==> src/rtl/ca_prng_engine.sv <==
// ---------------------------------------------------------------------------
// ca_prng_engine
//
// Purpose:
//   One-dimensional hybrid cellular-automaton random-number engine. An
//   N_CELLS-wide grid of cells is updated in parallel once per step. Each
//   cell applies RULE_A or RULE_B (chosen per cell by i_rule_sel) to its
//   neighbourhood of radius NEIGHBORHOOD/2. The boundary is either null
//   (out-of-range cells read as 0) or periodic (indices wrap). After a seed
//   load the grid runs WARMUP_STEPS discarded generations. It then packs
//   the pre-update centre-cell bit stream into OUT_W-bit words, which are
//   delivered over a valid/ready interface.
//
// Ports:
//   i_clk        clock
//   i_rst        synchronous active-high reset
//   i_enable     step enable (0 freezes grid, counters and FSM)
//   i_seed_load  load i_seed (or the default seed when i_seed == 0)
//   i_seed       seed value, N_CELLS bits
//   i_rule_sel   per-cell rule select, 0 = RULE_A, 1 = RULE_B
//   i_periodic   boundary mode, 1 = wrap, 0 = null
//   o_data       output word, OUT_W bits
//   o_valid      o_data valid
//   i_ready      consumer accepts o_data when o_valid && i_ready
//   o_state      current grid contents
//   o_busy       high while discarding warm-up generations
//   o_lockup     one-cycle pulse when an all-zero grid was replaced
// ---------------------------------------------------------------------------
module ca_prng_engine #(
    parameter int          N_CELLS      = 32,
    parameter int          NEIGHBORHOOD = 2,
    parameter int unsigned RULE_A       = 30,
    parameter int unsigned RULE_B       = 150,
    parameter int          OUT_W        = 8,
    parameter int          WARMUP_STEPS = 16
) (
    input  logic               i_clk,
    input  logic               i_rst,
    input  logic               i_enable,
    input  logic               i_seed_load,
    input  logic [N_CELLS-1:0] i_seed,
    input  logic [N_CELLS-1:0] i_rule_sel,
    input  logic               i_periodic,
    output logic [OUT_W-1:0]   o_data,
    output logic               o_valid,
    input  logic               i_ready,
    output logic [N_CELLS-1:0] o_state,
    output logic               o_busy,
    output logic               o_lockup
);

    localparam int R         = NEIGHBORHOOD / 2;
    localparam int NB_W      = NEIGHBORHOOD + 1;
    localparam int RULE_BITS = 2 ** NB_W;
    localparam int CENTRE    = N_CELLS / 2;
    localparam int CNT_W     = $clog2(OUT_W);
    localparam int WARM_W    = (WARMUP_STEPS > 1) ? $clog2(WARMUP_STEPS) : 1;

    localparam logic [RULE_BITS-1:0] RULE_A_TBL   = RULE_BITS'(RULE_A);
    localparam logic [RULE_BITS-1:0] RULE_B_TBL   = RULE_BITS'(RULE_B);
    localparam logic [N_CELLS-1:0]   DEFAULT_SEED = N_CELLS'(1) << CENTRE;
    localparam logic [CNT_W-1:0]     LAST_BIT     = CNT_W'(OUT_W - 1);
    localparam logic [WARM_W-1:0]    WARM_LAST    = WARM_W'(WARMUP_STEPS - 1);

    typedef enum logic [1:0] {
        ST_IDLE   = 2'd0,
        ST_WARMUP = 2'd1,
        ST_RUN    = 2'd2
    } state_t;

    // Where a seed load or leaving IDLE lands: warm-up is skipped entirely
    // when no discarded generations are configured.
    localparam state_t POST_SEED = (WARMUP_STEPS == 0) ? ST_RUN : ST_WARMUP;

    state_t             state_q, state_d;
    logic [N_CELLS-1:0] grid_q, grid_d;
    logic [WARM_W-1:0]  warm_cnt_q, warm_cnt_d;
    logic [CNT_W-1:0]   bit_cnt_q, bit_cnt_d;
    logic [OUT_W-2:0]   coll_q, coll_d;
    logic [OUT_W-1:0]   data_q, data_d;
    logic               valid_q, valid_d;
    logic               lockup_q, lockup_d;

    logic [N_CELLS-1:0] step_grid;
    logic [OUT_W-2:0]   coll_shift;
    logic               centre_bit;
    logic               stall;
    logic               do_step;

    // -----------------------------------------------------------------------
    // Next-generation logic. Neighbourhood bit gj holds cell gi+gj-R, so the
    // highest neighbour index lands in the MSB of the rule index.
    // -----------------------------------------------------------------------
    for (genvar gi = 0; gi < N_CELLS; gi++) begin : g_cell
        logic [NB_W-1:0] nbhd;

        for (genvar gj = 0; gj < NB_W; gj++) begin : g_nb
            localparam int POS = gi + gj - R;
            if (POS < 0) begin : g_low
                assign nbhd[gj] = i_periodic & grid_q[POS + N_CELLS];
            end else if (POS >= N_CELLS) begin : g_high
                assign nbhd[gj] = i_periodic & grid_q[POS - N_CELLS];
            end else begin : g_in
                assign nbhd[gj] = grid_q[POS];
            end
        end

        assign step_grid[gi] = i_rule_sel[gi] ? RULE_B_TBL[nbhd] : RULE_A_TBL[nbhd];
    end

    assign centre_bit = grid_q[CENTRE];

    // Collector shifts the newest bit into its LSB; with a 2-bit word the
    // collector is a single bit and simply takes the new bit.
    if (OUT_W > 2) begin : g_coll_wide
        assign coll_shift = {coll_q[OUT_W-3:0], centre_bit};
    end else begin : g_coll_narrow
        assign coll_shift = centre_bit;
    end

    // The last bit of a word cannot be taken while the previous word is
    // still waiting: holding the step keeps grid and counter intact.
    assign stall   = (state_q == ST_RUN) && (bit_cnt_q == LAST_BIT) && valid_q && !i_ready;
    assign do_step = i_enable && (state_q != ST_IDLE) && !stall;

    always_comb begin
        state_d    = state_q;
        grid_d     = grid_q;
        warm_cnt_d = warm_cnt_q;
        bit_cnt_d  = bit_cnt_q;
        coll_d     = coll_q;
        data_d     = data_q;
        valid_d    = valid_q;
        lockup_d   = 1'b0;

        if (i_seed_load) begin
            grid_d     = (i_seed == '0) ? DEFAULT_SEED : i_seed;
            state_d    = POST_SEED;
            warm_cnt_d = '0;
            bit_cnt_d  = '0;
            coll_d     = '0;
            valid_d    = 1'b0;
        end else begin
            // The handshake completes even while stepping is disabled; a
            // word loaded below in the same cycle overrides this clear.
            if (valid_q && i_ready) begin
                valid_d = 1'b0;
            end

            if (i_enable && (state_q == ST_IDLE)) begin
                state_d = POST_SEED;
            end

            if (do_step) begin
                if (step_grid == '0) begin
                    grid_d   = DEFAULT_SEED;
                    lockup_d = 1'b1;
                end else begin
                    grid_d = step_grid;
                end

                if (state_q == ST_WARMUP) begin
                    if (warm_cnt_q == WARM_LAST) begin
                        warm_cnt_d = '0;
                        state_d    = ST_RUN;
                    end else begin
                        warm_cnt_d = warm_cnt_q + 1'b1;
                    end
                end else begin
                    if (bit_cnt_q == LAST_BIT) begin
                        data_d    = {coll_q, centre_bit};
                        valid_d   = 1'b1;
                        bit_cnt_d = '0;
                    end else begin
                        coll_d    = coll_shift;
                        bit_cnt_d = bit_cnt_q + 1'b1;
                    end
                end
            end
        end
    end

    always_ff @(posedge i_clk) begin
        if (i_rst) begin
            state_q    <= ST_IDLE;
            grid_q     <= DEFAULT_SEED;
            warm_cnt_q <= '0;
            bit_cnt_q  <= '0;
            coll_q     <= '0;
            data_q     <= '0;
            valid_q    <= 1'b0;
            lockup_q   <= 1'b0;
        end else begin
            state_q    <= state_d;
            grid_q     <= grid_d;
            warm_cnt_q <= warm_cnt_d;
            bit_cnt_q  <= bit_cnt_d;
            coll_q     <= coll_d;
            data_q     <= data_d;
            valid_q    <= valid_d;
            lockup_q   <= lockup_d;
        end
    end

    assign o_data   = data_q;
    assign o_valid  = valid_q;
    assign o_state  = grid_q;
    assign o_busy   = (state_q == ST_WARMUP);
    assign o_lockup = lockup_q;

endmodule

==> config.mk <==
export PLATFORM = sky130hd
export DESIGN_NAME = ca_prng_engine
export DESIGN_NICKNAME = d
export VERILOG_FILES = /design/src/rtl/ca_prng_engine.sv
export SDC_FILE = /design/constraint.sdc
export NUM_CORES = 1
export LEC_CHECK = 0
export CORE_ASPECT_RATIO = 1.25
export CORE_MARGIN = 1.5
export CORE_UTILIZATION = 45
export DETAILED_ROUTE_END_ITERATION = 7
export HOLD_SLACK_MARGIN = 0.03
export PLACE_DENSITY = 0.71
export RECOVER_POWER = 100
export SYNTH_ARGS = -nofsm -noshare
export SYNTH_HDL_FRONTEND = slang
export SYNTH_SLANG_ARGS = --single-unit
==> constraint.sdc <==
create_clock -name i_clk -period 4.6 [get_ports i_clk]
set_input_delay 1.38 -clock i_clk [delete_from_list [all_inputs] [get_ports i_clk]]
set_output_delay 1.38 -clock i_clk [all_outputs]
set_load 0.01 [all_outputs]
# Word-level counts from Yosys, hierarchy flattened
# Memories as Yosys holds them, arrays and structs flattened. A register that Yosys moved wholly into a read port is not among the register bits.
# Cells that the tools add are included.
# totals
ff_bits	58
latchBits	0
mem_bits_rw	0
romBits	512
inputBits	70
n_memories	64
# op_classes
add_sub_neg	2
n_mul	0
n_div	0
magnitude_cmp	32
n_eq_ne	4
shift	0
n_mux	232
bitwise_logic	6
reduce_logical	20
# mem_list
name	words	word_bits	rd	rd_ports_with_merged_regs	wr	line_no	text
(no name shown)	8	1	1	0	0	108	assign step_grid[gi] = i_rule_sel[gi] ? RULE_B_TBL[nbhd] : RULE_A_TBL[nbhd];
(no name shown)	8	1	1	0	0	108	
(no name shown)	8	1	1	1	0	108	
(no name shown)	8	1	1	1	0	108	
(no name shown)	8	1	1	1	0	108	
(no name shown)	8	1	1	1	0	108	
+58 memories	--	--	--	--	--	--	
# op_table
operator	count
3-bit 2-to-1 mux	121
3-bit by 4-bit < comparator with 1-bit output (second input constant)	32
32-bit 2-to-1 mux	4
1-bit 2-to-1 mux	102
32-bit zero test	2
2-bit 2-to-1 mux	4
1-bit logical AND	7
4-bit by 1-bit adder with 4-bit output (second input constant)	1
4-bit equality test (second input constant)	1
4-bit 2-to-1 mux	1
1-bit inverter	4
2-bit AND reduction	2
4-bit AND reduction	1
2-bit nonzero test	2
3-bit by 1-bit adder with 3-bit output (second input constant)	1
3-bit equality test (second input constant)	1
3-bit AND reduction	1
3-bit OR reduction	1
1-bit bitwise AND	2
2-bit by 1-bit equality test with 1-bit output (second input constant)	1
2-bit equality test (second input constant)	1
1-bit zero test	2
2-bit zero test	1
2-bit OR reduction	1

# Longest topological paths before layout
# logic_depth
depth_word	10
ltp_mapped	12
ltp_nobuf	11

# Worst setup path before layout
# OpenSTA, ideal clock, no wires.
# synth_path
path_kind	input to register
startpoint	in i_periodic
endpoint	reg with a tool-made name
t_arrival_ns	3.510
t_required_ns	4.479
path_slack_ns	0.969
stages	11
cell_sequence	nand2_1 ha_1 nor2b_1 o21ai_0 o31ai_1 or4_4 a211oi_4 inv_2 ha_1 a22oi_1 mux2_4
# synth_rtl
element	line_no	text
from (decl)	43	input logic i_periodic,

==> results.sh <==
export IMPL_cts_clk_slew_worst_paths_ns=0.05
export IMPL_areaGrowthSynthToFinish_pct=30.2
export IMPL_ys_types=59
export IMPL_grt_setup_unrepaired="false"
export IMPL_cap_violations=0
export IMPL_numPortBuffers=112
export IMPL_wirelength_mm=15.3
export IMPL_worstPathRequired_ns=4.92
export IMPL_detail_route_wl_per_cell_um=16.8
export IMPL_hold_buffers=0
export IMPL_yosysWarnings=0
export IMPL_drive_gt1_frac=0.0809
export IMPL_tns_ns=0
export IMPL_syn_area_per_cell_um2=9.48
export IMPL_reg2reg_from="state_q[1]"
export IMPL_grt_pass1_wl_mm=24.3
export IMPL_fillers=1111
export IMPL_synth_largest_area_cell="dfxtp_1"
export IMPL_viasPerCell=5.30
export IMPL_grt_usage=0.230
export IMPL_synthTopCellsByArea="dfxtp_1, ha_1, mux2i_1"
export IMPL_synth_flop_cell="dfxtp_1"
export IMPL_post_dp_hpwl_mm=11.3
export IMPL_syn_inst=620
export IMPL_tritoncts="done"
export IMPL_numCtsBuffers=17
export IMPL_fmax_ghz=0.243
export IMPL_cts_root_buf="clkbuf_16"
export IMPL_synth_top_area_frac=0.402
export IMPL_grt_pass1_vias=4877
export IMPL_ys_ff_latch=118
export IMPL_place_ws_ns=0.276
export IMPL_crit_type="input port to flip-flop"
export IMPL_syn_num_nets=726
export IMPL_io_pins=113
export IMPL_rrSetupSlack_ns=1.49
export IMPL_worst_slew_pin_slew_ns=1.11
export IMPL_syn_area_um2=5880
export IMPL_hold_path_class="flip-flop to flip-flop"
export IMPL_fin_skew_ns=0.00916
export IMPL_diodes=0
export IMPL_dieArea_um2=13800
export IMPL_mostFrequentLayoutCell="dfxtp_1"
export IMPL_cp_end_kind="flip-flop"
export IMPL_clk_latency_ns=0.42
export IMPL_ys_seq_area_frac=0.402
export IMPL_leakage_uw=0.00334
export IMPL_std_cell_rows=46
export IMPL_ctsResizeCount=0
export IMPL_core_area_um2=12700
export IMPL_grt_start_max_net_pins=61
export IMPL_setup_worst_path_start_class="input port"
export IMPL_post_route_period_util=0.893
export IMPL_initial_core_util=0.462
export IMPL_grt_overflow=0
export IMPL_remaining_drc_errors=0
export IMPL_worst_slack_ns=0.493
export IMPL_relSlewSlack=0.261
export IMPL_fin_crit_ns=4.11
export IMPL_layout_common_cells="dfxtp_1, clkdlybuf4s50_1, nand2_1, dlygate4sd3_1, mux2i_1"
export IMPL_clock_path_buffers=2
export IMPL_clock_sinks=118
export IMPL_outcome="finished clean"
export IMPL_power_density_nw_per_um2=393
export IMPL_antenna_found_initial=0
export IMPL_die_y_um=131
export IMPL_gp_congestion=0.874
export IMPL_die_width_um=105
export IMPL_peakVddDrop_mv=0.245
export IMPL_hold_viol=0
export IMPL_h_tree_depth=4
export IMPL_setup_violations=0
export IMPL_drv_slew=0
export IMPL_synth_edf_count=0
export IMPL_arrival_ns=4.42
export IMPL_startpoint="i_enable"
export IMPL_antenna_left=0
export IMPL_vias=4819
export IMPL_post_cts_buffers=0
export IMPL_nets=836
export IMPL_ys_async_sr_fraction=0
export IMPL_drt_pass1_iterations=4
export IMPL_drtIter0Drc=259
export IMPL_cp_max_fo=10
export IMPL_r2r_cells=7
[critical path: stages]
cell           delay, ns
dlygate4sd3_1       0.72
o21ai_0             0.46
nor2_2              0.22
buf_4               0.20
o21ai_0             0.09
a21oi_1             0.46
clkinv_1            0.23
ha_1                0.33
o22a_1              0.21
o32ai_1             0.12
[how the worst min path moves through the flow]
| stage | startpoint | to | depth (start not counted) |
|---|---|---|---|
| global placement | coll_q[6] | coll_q[6] | 2 |
| CTS | coll_q[6] | coll_q[6] | 2 |
| global route | coll_q[6] | coll_q[6] | 2 |
| finish | coll_q[6] | coll_q[6] | 2 |
| floorplan | coll_q[6] | coll_q[6] | 2 |
| detailed placement | coll_q[6] | coll_q[6] | 2 |
[Yosys cell counts, types with 5 or more instances]
cell type    n
buf_2       12
and3_1       6
dfxtp_1    118
nand2_1     45
a211oi_1    14
nor4_1       9
o211ai_1     6
xnor2_1     32
mux2i_1     39
inv_2       20
nor2b_1     14
nand3_1     12
xor2_1      29
nand2b_1     7
a21oi_1     20
a31oi_1      7
clkbuf_1    13
nand4_1      8
ha_1        36
o21ai_1      6
inv_1       29
o31ai_2      5
a31o_2       9
and2_1       9
and2b_1      8
nor2_1      37
a21o_1      18
[logic make-up after synthesis]
| group | synth area share |
|---|---|
| and+or+nand+nor | 0.157 |
| buffers and inverters | 0.0511 |
| AOI/OAI and AO/OA | 0.140 |
| DFF | 0.402 |
| xor gates and xnor gates | 0.0909 |
| adders and majority gates | 0.0767 |
| muxes | 0.0824 |
[per-stage QoR]
step | cells | power (µW) | hold WS [ns] | area (µm²) | util
floorplan | 620 | 1560 | 0.436 | 5880 | -
global placement | 879 | 1760 | 0.448 | 7150 | 0.562
detailed placement | 879 | 1780 | 0.452 | 7150 | 0.562
CTS | 910 | 3040 | 0.459 | 7720 | 0.607
global route | 910 | 3130 | 0.480 | 7650 | 0.602
finish | 910 | 3010 | 0.457 | 7650 | 0.602
[power breakdown]
part | switching (µW) | total [µW] | leakage [µW] | internal, µW
combinational | 291 | 558 | 0.00209 | 267
clock | 451 | 1270 | 0.000272 | 816
sequential | 37.7 | 1180 | 0.000979 | 1140
[cell type report]
class / instances / area (µm²) / area share
clock buffers: 22 / 464 / 0.0607
clock inverters: 9 / 103 / 0.0134
inverters: 49 / 184 / 0.0240
multi-input cells: 426 / 3150 / 0.412
flip-flops and latches: 118 / 2360 / 0.309
well taps: 168 / 210 / 0.0275
repair buffers: 118 / 1180 / 0.154
[layer usage]
layer	wire length, µm	track usage
met5	0	0
met4	594	0.143
met3	834	0.0605
met2	7540	0.385
met1	6290	0.263
Note: power is estimated with default switching activity, not from simulation.
